$ cat src/rtl/arbiter_rr4.sv
// arbiter_rr4 -- four-input round-robin arbiter in front of the destination demux.
//
// Drains four show-ahead input FIFOs, one word per cycle, onto a single bus.
// Word bits [DEST_LSB+1:DEST_LSB] name the destination. An input is skipped
// while its destination is paused, so a blocked destination never holds up
// traffic that is bound elsewhere.
//
// Optional feature: define ARB_GRANT_CNT_EN to add per-input saturating
// grant counters (gcnt0..gcnt3) and their synchronous clear (cnt_clr).
//
// Ports
//   clk        in   1        single clock, posedge
//   reset      in   1        asynchronous, active-high
//   in0..in3   in   DATA_W   head word of input FIFO i (valid when !empty[i])
//   empty      in   4        input FIFO i is empty
//   pause      in   4        destination d cannot accept a word
//   pop        out  4        one-hot/zero pop to the input FIFOs (combinational)
//   data_out   out  DATA_W   registered granted word
//   valid_out  out  1        data_out carries a new word this cycle
//   state      out  2        00 IDLE, 01 ACTIVE, 10 STALL
//   idle       out  1        state is IDLE and every input is empty
//   cnt_clr    in   1        (ARB_GRANT_CNT_EN) synchronous clear of the counters
//   gcnt0..3   out  CNT_W    (ARB_GRANT_CNT_EN) saturating grant counts per input
module arbiter_rr4 #(
  parameter int DATA_W   = 12,
  parameter int DEST_LSB = 8,
  parameter int CNT_W    = 8
) (
  input  logic              clk,
  input  logic              reset,
  input  logic [DATA_W-1:0] in0,
  input  logic [DATA_W-1:0] in1,
  input  logic [DATA_W-1:0] in2,
  input  logic [DATA_W-1:0] in3,
  input  logic [3:0]        empty,
  input  logic [3:0]        pause,
  output logic [3:0]        pop,
  output logic [DATA_W-1:0] data_out,
  output logic              valid_out,
  output logic [1:0]        state,
`ifdef ARB_GRANT_CNT_EN
  input  logic              cnt_clr,
  output logic [CNT_W-1:0]  gcnt0,
  output logic [CNT_W-1:0]  gcnt1,
  output logic [CNT_W-1:0]  gcnt2,
  output logic [CNT_W-1:0]  gcnt3,
`endif
  output logic              idle
);

  typedef enum logic [1:0] {
    IDLE   = 2'b00,
    ACTIVE = 2'b01,
    STALL  = 2'b10
  } state_e;

  function automatic logic [1:0] dest_of(input logic [DATA_W-1:0] w);
    return w[DEST_LSB+1:DEST_LSB];
  endfunction

  logic [DATA_W-1:0] in_w [4];
  logic [3:0]        elig;
  logic [3:0]        gnt_oh;
  logic [1:0]        gnt_idx;
  logic              gnt_any;

  logic [DATA_W-1:0] data_out_q;
  logic              valid_out_q;
  logic [1:0]        ptr_q, ptr_d;
  state_e            state_q, state_d;

  assign in_w[0] = in0;
  assign in_w[1] = in1;
  assign in_w[2] = in2;
  assign in_w[3] = in3;

  // Pause is looked up through the head word's own destination field, so a
  // pause change affects eligibility in the very same cycle.
  always_comb begin
    elig = '0;
    for (int i = 0; i < 4; i++) begin
      elig[i] = !empty[i] && !pause[dest_of(in_w[i])];
    end
  end

  // First eligible input scanning ptr, ptr+1, ptr+2, ptr+3; the 2-bit index
  // wraps naturally.
  always_comb begin
    logic [1:0] idx;
    idx     = ptr_q;
    gnt_idx = ptr_q;
    gnt_any = 1'b0;
    gnt_oh  = '0;
    for (int k = 0; k < 4; k++) begin
      idx = ptr_q + 2'(k);
      if (!gnt_any && elig[idx]) begin
        gnt_any = 1'b1;
        gnt_idx = idx;
      end
    end
    if (gnt_any) begin
      gnt_oh[gnt_idx] = 1'b1;
    end
  end

  // Pop is killed during reset so no word leaves a FIFO without being captured.
  assign pop   = reset ? 4'b0000 : gnt_oh;
  assign ptr_d = gnt_any ? (gnt_idx + 2'd1) : ptr_q;

  always_comb begin
    state_d = state_q;
    if (&empty) begin
      state_d = IDLE;
    end else if (|elig) begin
      state_d = ACTIVE;
    end else begin
      state_d = STALL;
    end
  end

  always_ff @(posedge clk or posedge reset) begin
    if (reset) begin
      state_q <= IDLE;
    end else begin
      state_q <= state_d;
    end
  end

  // Output register: data holds when nothing is granted, only valid drops.
  always_ff @(posedge clk or posedge reset) begin
    if (reset) begin
      data_out_q  <= '0;
      valid_out_q <= 1'b0;
      ptr_q       <= 2'd0;
    end else begin
      valid_out_q <= gnt_any;
      ptr_q       <= ptr_d;
      if (gnt_any) begin
        data_out_q <= in_w[gnt_idx];
      end
    end
  end

  assign data_out  = data_out_q;
  assign valid_out = valid_out_q;
  assign state     = state_q;
  assign idle      = (state_q == IDLE) && (&empty);

`ifdef ARB_GRANT_CNT_EN
  logic [CNT_W-1:0] gcnt_q [4];

  // Clear wins over a same-cycle increment; counts stick at all-ones.
  always_ff @(posedge clk or posedge reset) begin
    if (reset) begin
      for (int i = 0; i < 4; i++) gcnt_q[i] <= '0;
    end else if (cnt_clr) begin
      for (int i = 0; i < 4; i++) gcnt_q[i] <= '0;
    end else if (gnt_any && (gcnt_q[gnt_idx] != {CNT_W{1'b1}})) begin
      gcnt_q[gnt_idx] <= gcnt_q[gnt_idx] + CNT_W'(1);
    end
  end

  assign gcnt0 = gcnt_q[0];
  assign gcnt1 = gcnt_q[1];
  assign gcnt2 = gcnt_q[2];
  assign gcnt3 = gcnt_q[3];
`endif

endmodule

$ cat config.mk
export PLATFORM = sky130hd
export DESIGN_NAME = arbiter_rr4
export DESIGN_NICKNAME = d
export VERILOG_FILES = /design/src/rtl/arbiter_rr4.sv
export SDC_FILE = /design/constraint.sdc
export NUM_CORES = 1
export LEC_CHECK = 0
export CORE_ASPECT_RATIO = 0.75
export CORE_MARGIN = 2
export CORE_UTILIZATION = 30
export CTS_BUF_LIST = sky130_fd_sc_hd__clkbuf_4 sky130_fd_sc_hd__clkbuf_8 sky130_fd_sc_hd__clkbuf_16
export DETAILED_ROUTE_END_ITERATION = 10
export GPL_TIMING_DRIVEN = 0
export PLACE_DENSITY = 0.66
export SLEW_MARGIN = 25
export SYNTH_ARGS = -nofsm -noshare
export SYNTH_HDL_FRONTEND = slang
export SYNTH_SLANG_ARGS = --single-unit
$ cat constraint.sdc
create_clock -name clk -period 4.3 [get_ports clk]
set_input_delay 0.86 -clock clk [delete_from_list [all_inputs] [get_ports clk]]
set_output_delay 0.86 -clock clk [all_outputs]
set_load 0.02 [all_outputs]
After elaboration in Yosys (flattened, before gate mapping)
Cells that the tools add are included.

storage, ports and cells
  memory bits (read-only) = 0
  memory bits (writable) = 0
  register bits = 17
  bits in latches = 0
  memories kept = 0
  word-level logic and storage cells = 75
  input port bits = 58

operators by class
  add/sub/neg operators = 4
  multiply operators = 0
  shift-type cells = 0
  reduce and logical (&&, ||, !) cells = 23
  equality and inequality tests = 0
  bitwise operators = 1
  div/mod/pow operators = 0
  $lt $le $gt $ge = 11
  multiplexer cells = 32

operators with widths
  kind                 number
  $lt 2x3->1 const B   9
  $bmux 12 s2          1
  $mux 12              2
  $bmux 1 s2           8
  $mux 1               13
  $logic_not 1->1      11
  $mux 2               5
  $logic_and 1x1->1    9
  $mux 4               2
  $add 2x1->2 const B  2
  $add 2x2->2 const B  2
  $reduce_and 4->1     1
  $reduce_or 4->1      1
  $ge 3x3->1 const B   1
  $not 2->3            1
  $demux 1 s2          1
  $ge 2x1->1 const B   1
  $logic_not 2->1      1

Logic depth before layout (Yosys ltp)
Gate-level depths: netlist of the first run.

  word-level depth = 22
  mapped depth = 9
  mapped depth without buffers = 7

Worst setup path after synthesis of the first run
No wires, ideal clock.

  path kind = input to output
  start point = input port in3[8]
  end point = output port pop[1]
  stages on the path = 7
  arrival time = 2.917 ns
  required time = 3.440 ns
  setup slack = 0.523 ns
  path through = mux4_2 nor2_2 o221ai_2 a22oi_2 buf_6 buf_6 nor4b_1

on the way
  longest elaborated chain between the ends = 22
  elaborated cells between the ends (all ways) = 32

RTL lines
  element                                                         line  text
  start, declared                                                 34    input logic [DATA_W-1:0] in3,
  $bmux 1 s2 *                                                    82    elig[i] = !empty[i] && !pause[dest_of(in_w[i])];
  $mux 1 (implied by the code) *                                  82
  $logic_not 1->1 *                                               82
  $logic_and 1x1->1 *                                             82
  $bmux 1 s2                                                      96    if (!gnt_any && elig[idx]) begin
  $mux 1 (implied by the code)                                    96
  $mux 1                                                          96
  $logic_not 1->1                                                 96
  (+6 left out)                                                   -
  $logic_and 1x1->1                                               96
  $mux 2                                                          96
  $lt 2x3->1 (implied by the code) or $ge 2x1->1 (tied branches)  102   gnt_oh[gnt_idx] = 1'b1;
  $logic_and 1x1->1 (implied by the code)                         102
  $mux 1 (implied by the code)                                    102
  $demux 1 s2                                                     102
  $mux 4 *                                                        101   if (gnt_any) begin
  $mux 4 *                                                        107   assign pop = reset ? 4'b0000 : gnt_oh;
  end, declared                                                   37    output logic [3:0] pop,

Mark *: on every way between the ends. The rest lies on a longest branch, timed or not. The select of a mux whose other input is x is not followed.

Final worst setup path of the first run
  start point = input port in0[8]
  end point = output port pop[0]

on the way
  longest elaborated chain between the ends = 22
  elaborated cells between the ends (all ways) = 32

RTL lines
  element                                                         line  text
  start, declared                                                 31    input logic [DATA_W-1:0] in0,
  $bmux 1 s2 *                                                    82
  $mux 1 (implied by the code) *                                  82
  $logic_not 1->1 *                                               82
  $logic_and 1x1->1 *                                             82
  $bmux 1 s2                                                      96
  $mux 1 (implied by the code)                                    96
  $mux 1                                                          96
  $logic_not 1->1                                                 96
  (+6 left out)                                                   -
  $logic_and 1x1->1                                               96
  $mux 2                                                          96
  $lt 2x3->1 (implied by the code) or $ge 2x1->1 (tied branches)  102
  $logic_and 1x1->1 (implied by the code)                         102
  $mux 1 (implied by the code)                                    102
  $demux 1 s2                                                     102
  $mux 4 *                                                        101
  $mux 4 *                                                        107

Marks and branches as above.

==> results of run 1 <==
==> power groups by stage <==
stage	Combinational, W	Clock [W]	Sequential [W]
2_1_floorplan	0.000350	0	0.000337
3_3_place_gp	0.000667	0	0.000270
3_5_place_dp	0.000680	0	0.000271
4_1_cts	0.000676	0.000130	0.000272
5_1_grt	0.000724	0.000138	0.000280
6_report	0.000671	0.000127	0.000272
==> state kept, by name, indices dropped and copies added, names as in the netlist <==
signal     flops
data_out      12
ptr_q          2
state          2
valid_out      1
==> worst register-to-register path: cells and delay by family (launching register included) <==
kind	cells	cell delay (ns)
AND/OR/NAND/NOR	2	0.41
AO/OA/AOI/OAI	3	0.78
flip-flops	1	0.36
buffers and inverters	2	0.38
==> final timing paths <==
kind	from	end	depth (start not counted)
worst max register to register	ptr_q[1]	data_out[8]	7
min in group asynchronous	reset	valid_out	2
max in group asynchronous	reset	state[0]	2
worst max-delay path	in0[8]	pop[0]	9
worst min-delay path	data_out[3]	data_out[3]	2
worst min register to register	data_out[3]	data_out[3]	2
==> Yosys cell counts, drive strengths merged <==
library cell	number	area share, %
a21o	1	0.57
nand2	6	1.7
a211oi	1	0.57
dfrtp	17	32
or2	2	1.1
a21oi	2	0.76
nand4	1	0.48
o211a	1	0.76
a211o	2	1.3
and2	2	0.95
nor2	13	3.9
nor2b	2	0.95
a22oi	3	2.5
xnor2	1	0.67
clkbuf	1	0.29
a221oi	7	4.7
nor4	1	0.48
o21ai	1	0.38
and4	1	0.67
nor4b	2	1.8
mux2i	28	21
nand3	2	0.76
a22o	2	1.3
o221ai	7	5.6
mux4	2	3.4
nand2b	1	0.48
o21ba	1	0.76
a311oi	1	0.67
and3	2	0.95
nor3	2	0.76
nor3b	1	0.57
o21bai	1	0.57
inv	5	1.4
buf	6	4.3
==> logic make-up after synthesis <==
group	count (synthesis)	share of synthesized area, %
xor gates and xnor gates	1	0.667
buffers and inverters	12	6.00
muxes	30	24.8
AOI/OAI and AO/OA	30	20.5
and+or+nand+nor	38	15.6
DFF	17	32.4
==> repair_timing <==
action / 4_1_cts / 5_1_grt
setup endpoints to repair: 4 / 4
cloned: 0 / 0
resized for setup: 11 / 8
==> per-stage QoR <==
stage / setup TNS, ns / util [%] / area (um2)
floorplan: 0 / - / 1310
global placement: -1.11 / 52.1 / 2150
detailed placement: -1.31 / 52.1 / 2150
CTS: 0 / 53.2 / 2200
global route: -0.00142 / 53.2 / 2190
finish: 0 / 53.2 / 2190
==> area by class of cell <==
| cell class | count | area, um2 | area share [%] |
|---|---|---|---|
| Buffer | 7 | 60.1 | 2.74 |
| Clock buffer | 4 | 48.8 | 2.22 |
| Tap cell | 55 | 68.8 | 3.14 |
| Sequential cell | 17 | 425 | 19.4 |
| Timing Repair Buffer | 77 | 753 | 34.3 |
| Inverter | 5 | 18.8 | 0.855 |
| Multi-Input combinational cell | 99 | 820 | 37.3 |
==> per-layer routing <==
layer / vias to the layer above / GRT usage (%) / wire (um)
met5: - / 0 / 0
met4: 0 / 6.30 / 64
met3: 7 / 5.57 / 338
met2: 62 / 30.2 / 1990
met1: 635 / 21.2 / 1640
li1: 661 / - / -
==> cells in the final DEF (no fill, tap or decap), types with 4 or more instances in the layout <==
master           count
mux2i_1             28
nand2_1              6
a221oi_1             7
clkdlybuf4s50_1     73
inv_1                4
buf_6                4
o221ai_1             5
dfrtp_1             17
nor2_1              12
==> results.md, run 1 <==
* Outcome: complete, no violations
* Synth Warn # at 0
* FF+latch count, synth at 17
* Worst rel slew slack at 55.2%
* Syn_nets at 186
* Proportion of layout cells with a drive suffix above 1 at 12.0%
* R2r setup slk at 2.27 ns
* Total power density per cell area at 488 nW/um2
* Hold-fix buffers at CTS at 0
* Slew @ Worst Pin at 0.671 ns
* Max-slew violation count at 0
* Clock tree buffer depth at 2
* Distinct cells, synth at between 40 and 50
* FMAX at ~0.24 GHz
* Post-Synthesis Cell Area at between 1000 and 1500 um2
* First-pass GRT wire length at 6.53 mm
* Antenna viol nets, final at 0
* Final setup vio count at 0
* NumNets Final at about 270
* Critical path, cell by cell: clkdlybuf4s50_1 > mux4_2 > or2_4 > o221ai_2 > a22oi_2 > buf_6 > buf_6 > nor4_1 > clkbuf_2
* VDD IR max at 0.204 mV
* Die Y at 61.3 um
* GRT Total Usage at 17.6%
* Comb pwr share at 62.7%
* Switching power at 0.000433 W
* Final WS setup at ~0.11 ns
* Row cnt at 20
* Remaining Overflow, GRT at 0
* Final period demand of the worst path at about 4.2 ns
* I/O pins at 78
* PortBufs at 77
* Net Sw Frac at 40.4%
* Antenna fix cells at 0
* Drt pass-1 iters at 4
* Filler cells at just under 400
* Root buffer cell: clkbuf_8
* Pwr Total at 0.00107 W
* Die width at 80.4 um
* Sequential power share at between 20% and 30%
* Hold_ws at 0.494 ns
* Clock transition at path regs at 0.06 ns
* Register area share after synthesis at 32.4%
* Clk_lat worst skew at 0.26 ns
* Fin. Hold Viols at 0
* Cts bufs inserted at 3
* Maxcap violations at 0
* Clock tree sinks at 17
* Crit path launch type: input pin
* CTS tree: built
* Final GP Congestion at 0.799
* Crit-path leading delay family: buffers and inverters
* Hold WC Path Type: flip-flop to flip-flop
* Via count of the first global-routing pass at around 1400
* Crit-path slowest cell: mux4_2
* Placed instance count at 260
* Drt via density at ~5.2
* Largest net degree at the start of global routing at 19
* Antenna violations before repair at 0
* Fin cells at 264
* Internal at 0.000638 W
* Place WS at -0.489 ns
* WL per Instance at about 15 um
* Tcrit/Tclk final at a little over nine tenths
* Routed via count at between 1000 and 1500
* Clk_skew at around 0.0043 ns
* Area added between synthesis and finish at 67.2%
* Critical path buffer and inverter count at 4
* Final wirelength at slightly above 4 mm
* H-tree depth at 1
* Worst-path maximum fanout at 10
* Clock power share at between 10% and 20%
* Initial core utilization at between 30% and 40%
* Req. time, crit path at 3.44 ns
* Critical Path End Type: output port
* CP dominant cell by count: buf_6
* Initial drt markers at 63
* Drc violations at 0
* Worst Path Class, Setup: input pin to output port
* Core Region at 4130 um2
* P_leak at ~0.90 nW
* Post-CTS setup buffers at 0
* Mean post-synth cell area at 10.3 um2
* Die area at 4930 um2
* Largest stage delay on the critical path at 0.53 ns
* Post-Synthesis Cells at roughly 130
* Hpwl dp at 3.21 mm
* Crit path DAT at 3.33 ns
No activity file was read; power rests on OpenSTA's default activity.
==> run 2, diff against run 1 <==
--- a/config.mk
+++ b/config.mk
@@ -5,7 +5,6 @@
 export SDC_FILE = /design/constraint.sdc
 export NUM_CORES = 1
 export LEC_CHECK = 0
-export CORE_ASPECT_RATIO = 0.75
 export CORE_MARGIN = 2
 export CORE_UTILIZATION = 30
 export CTS_BUF_LIST = sky130_fd_sc_hd__clkbuf_4 sky130_fd_sc_hd__clkbuf_8 sky130_fd_sc_hd__clkbuf_16
==> run 2 against run 1 <==
- die area fell by 0.10%
- sequential power fell by 1%
- final cell count fell by 0.38%
- first-iteration DRC count fell by 9.5%
- routed wire length rose by 3.9%
- flip-flop and latch count did not move
- combinational power rose by 4.0%
- non-clock buffer count rose by 2
- register-to-register slack got worse by 0.02 ns
- hold slack improved by 0.0035 ns
- clock power barely moved
- sequential share of layout area fell by 0.13 points
- critical endpoint is now pop[3]
- largest power group unchanged
==> results.md, run 2 (synthesis results as in run 1) <==
* Die Y at 70.1 um
* Drc violations at 0
* Comb pwr share at a little under two thirds
* Hpwl dp at between 3 and 4 mm
* Filler cells at 395
* Max reg flops at 12
* Area added between synthesis and finish at 68.4%
* R2r setup slk at approximately 2.3 ns
* Clock power share at a little under an eighth
* Sequential power share at approximately 25%
* Multi-input logic area at 820 um2
* Worst rel slew slack at between 50% and 60%
* Tcrit/Tclk final at a little over nine tenths
* Cts bufs inserted at 3
* Place WS at -0.405 ns
* Crit-path slowest cell: mux4_2
* H-tree depth at 1
* Critical path, cell by cell: clkdlybuf4s50_1 > mux4_2 > or2_4 > and2_1 > and2_1 > buf_6 > inv_2 > buf_6 > and4_1 > clkdlybuf4s15_2
* Net Sw Frac at between 40 and 50%
* Row cnt at 24
* VDD IR max at 0.220 mV
* FMAX at between 0.2 and 0.25 GHz
* Initial core utilization at between 30 and 40%
* Setup repair after global routing missed its margin: no
* Critical Path End Type: output port
* First-pass GRT wire length at approximately 7 mm
* Total power density per cell area at roughly 500 nW/um2
* Clk_lat worst skew at 0.25 ns
* Register area at between 400 and 500 um2
* Via count of the first global-routing pass at about 1500
* Reg-to-reg startpoint: ptr_q[1]
* Fin cells at roughly 260
* Clock transition at path regs at 0.07 ns
* Setup tns final at 0 ns
* Drt pass-1 iters at 4
* Hold_sp: data_out[0]
* PortBufs at 77
* Maxcap violations at 0
* P_leak at 0.905 nW
* Hold WC Path Type: flip-flop to flip-flop
* Outcome: complete, no violations
* Crit path launch type: input pin
* Final WS setup at between 0.15 and 0.2 ns
* Remaining Overflow, GRT at 0
* WL per Instance at 16.0 um
* Root buffer cell: clkbuf_8
* Worst-path maximum fanout at 10
* Req. time, crit path at 3.44 ns
* Routed via count at 1368
* Hold endpoint: data_out[0]
* Largest stage delay on the critical path at approximately 0.53 ns
* Fin. Hold Viols at 0
* Placed instance count at 257
* I/O pins at 78
* Clk_skew at 0.000852 ns
* Utilization after layout at between 50% and 60%
* Max-slew violation count at 0
* CTS tree: built
* Proportion of layout cells with a drive suffix above 1 at 12.8%
* Die width at 70.1 um
* Final wirelength at 4.20 mm
* Commonest non-fill, non-tap cell in the layout: clkdlybuf4s50_1
* Final setup vio count at 0
* Clock tree sinks at 17
* Hold path depth at 2
* Initial drt markers at 57
* Slew @ Worst Pin at 0.673 ns
* Clock tree buffer depth at 2
* Internal at 0.000650 W
* Final GP Congestion at 0.944
* Antenna violations before repair at 0
* Worst R2R End: data_out[1]
* Drt via density at 5.20
* Crit path DAT at about 3.3 ns
* Core Region at between 4000 and 5000 um2
* Die area at just under 5000 um2
* Antenna viol nets, final at 0
* Worst Path Class, Setup: input pin to output port
* NumNets Final at 270
* GRT Total Usage at 17.8%
* Final period demand of the worst path at 4.14 ns
* Antenna fix cells at 0
* Commonest cells after routing, fill and taps aside: 73 x clkdlybuf4s50_1, 28 x mux2i_1, 17 x dfrtp_1
* Switching power at about 0.00044 W
* FF-to-FF path depth at 7
* Largest net degree at the start of global routing at 19
==> run 2: changes by cell type in the layout (fill, tap and decap cells not counted) <==
cell,before,now
clkbuf_2,3,2
buf_4,2,3
clkdlybuf4s15_2,0,1
buf_2,0,1
==> run 2: how the worst max path moves through the flow <==
stage	start	to	slack (ns)
final	in0[8]	pop[3]	0.16
after floorplan	in3[8]	pop[1]	0.52
after CTS	in0[8]	pop[0]	0.007
after global routing	in0[8]	pop[3]	0.04
after global placement	in3[8]	pop[1]	-0.35
after detailed placement	in3[8]	pop[1]	-0.41
==> run 2: final cells by class <==
class                           instances  area share [%]
Buffer                                  7            2.72
Multi-Input combinational cell         99            37.1
Clock buffer                            4            2.21
Sequential cell                        17            19.3
Tap cell                               52            2.94
Timing Repair Buffer                   79            34.9
Inverter                                5           0.849
==> run 2: per-layer routing <==
layer	part of all wire (%)	wire length, um	vias up	global-route usage (%)
met2	51	2120	43	29.9
met4	1.9	80	0	6.41
met5	0	0	-	0
met3	5.0	212	8	3.90
li1	-	-	659	-
met1	42	1780	658	22.3
==> run 2: timing repair <==
item,in CTS,in global routing
setup endpoints to repair,4,4
resized for setup,11,7
cloned,0,0
buffers inserted,0,2
hold buffers,0,0
==> run 2: critical path, delay by kind of cell <==
kind,cells,cell delay [ns]
muxes,1,0.53
buffers and inverters,5,1.11
and+or+nand+nor,4,0.80
==> run 2: metrics by stage <==
| step | hold slack, ns | power, W | cell area [um2] |
|---|---|---|---|
| finish | 0.497 | 0.00109 | 2210 |
| global route | 0.532 | 0.00116 | 2210 |
| CTS | 0.503 | 0.00109 | 2200 |
| detailed placement | 0.485 | 0.000958 | 2150 |
| global placement | 0.476 | 0.000942 | 2150 |
| floorplan | 0.588 | 0.000687 | 1310 |
==> run 2: power by group through the flow <==
stage | Sequential (W) | Clock, W | Combinational [W]
after global placement | 0.000267 | 0 | 0.000675
final | 0.000268 | 0.000129 | 0.000698
after detailed placement | 0.000269 | 0 | 0.000689
after floorplan | 0.000337 | 0 | 0.000350
after CTS | 0.000267 | 0.000132 | 0.000687
after global routing | 0.000276 | 0.000138 | 0.000747
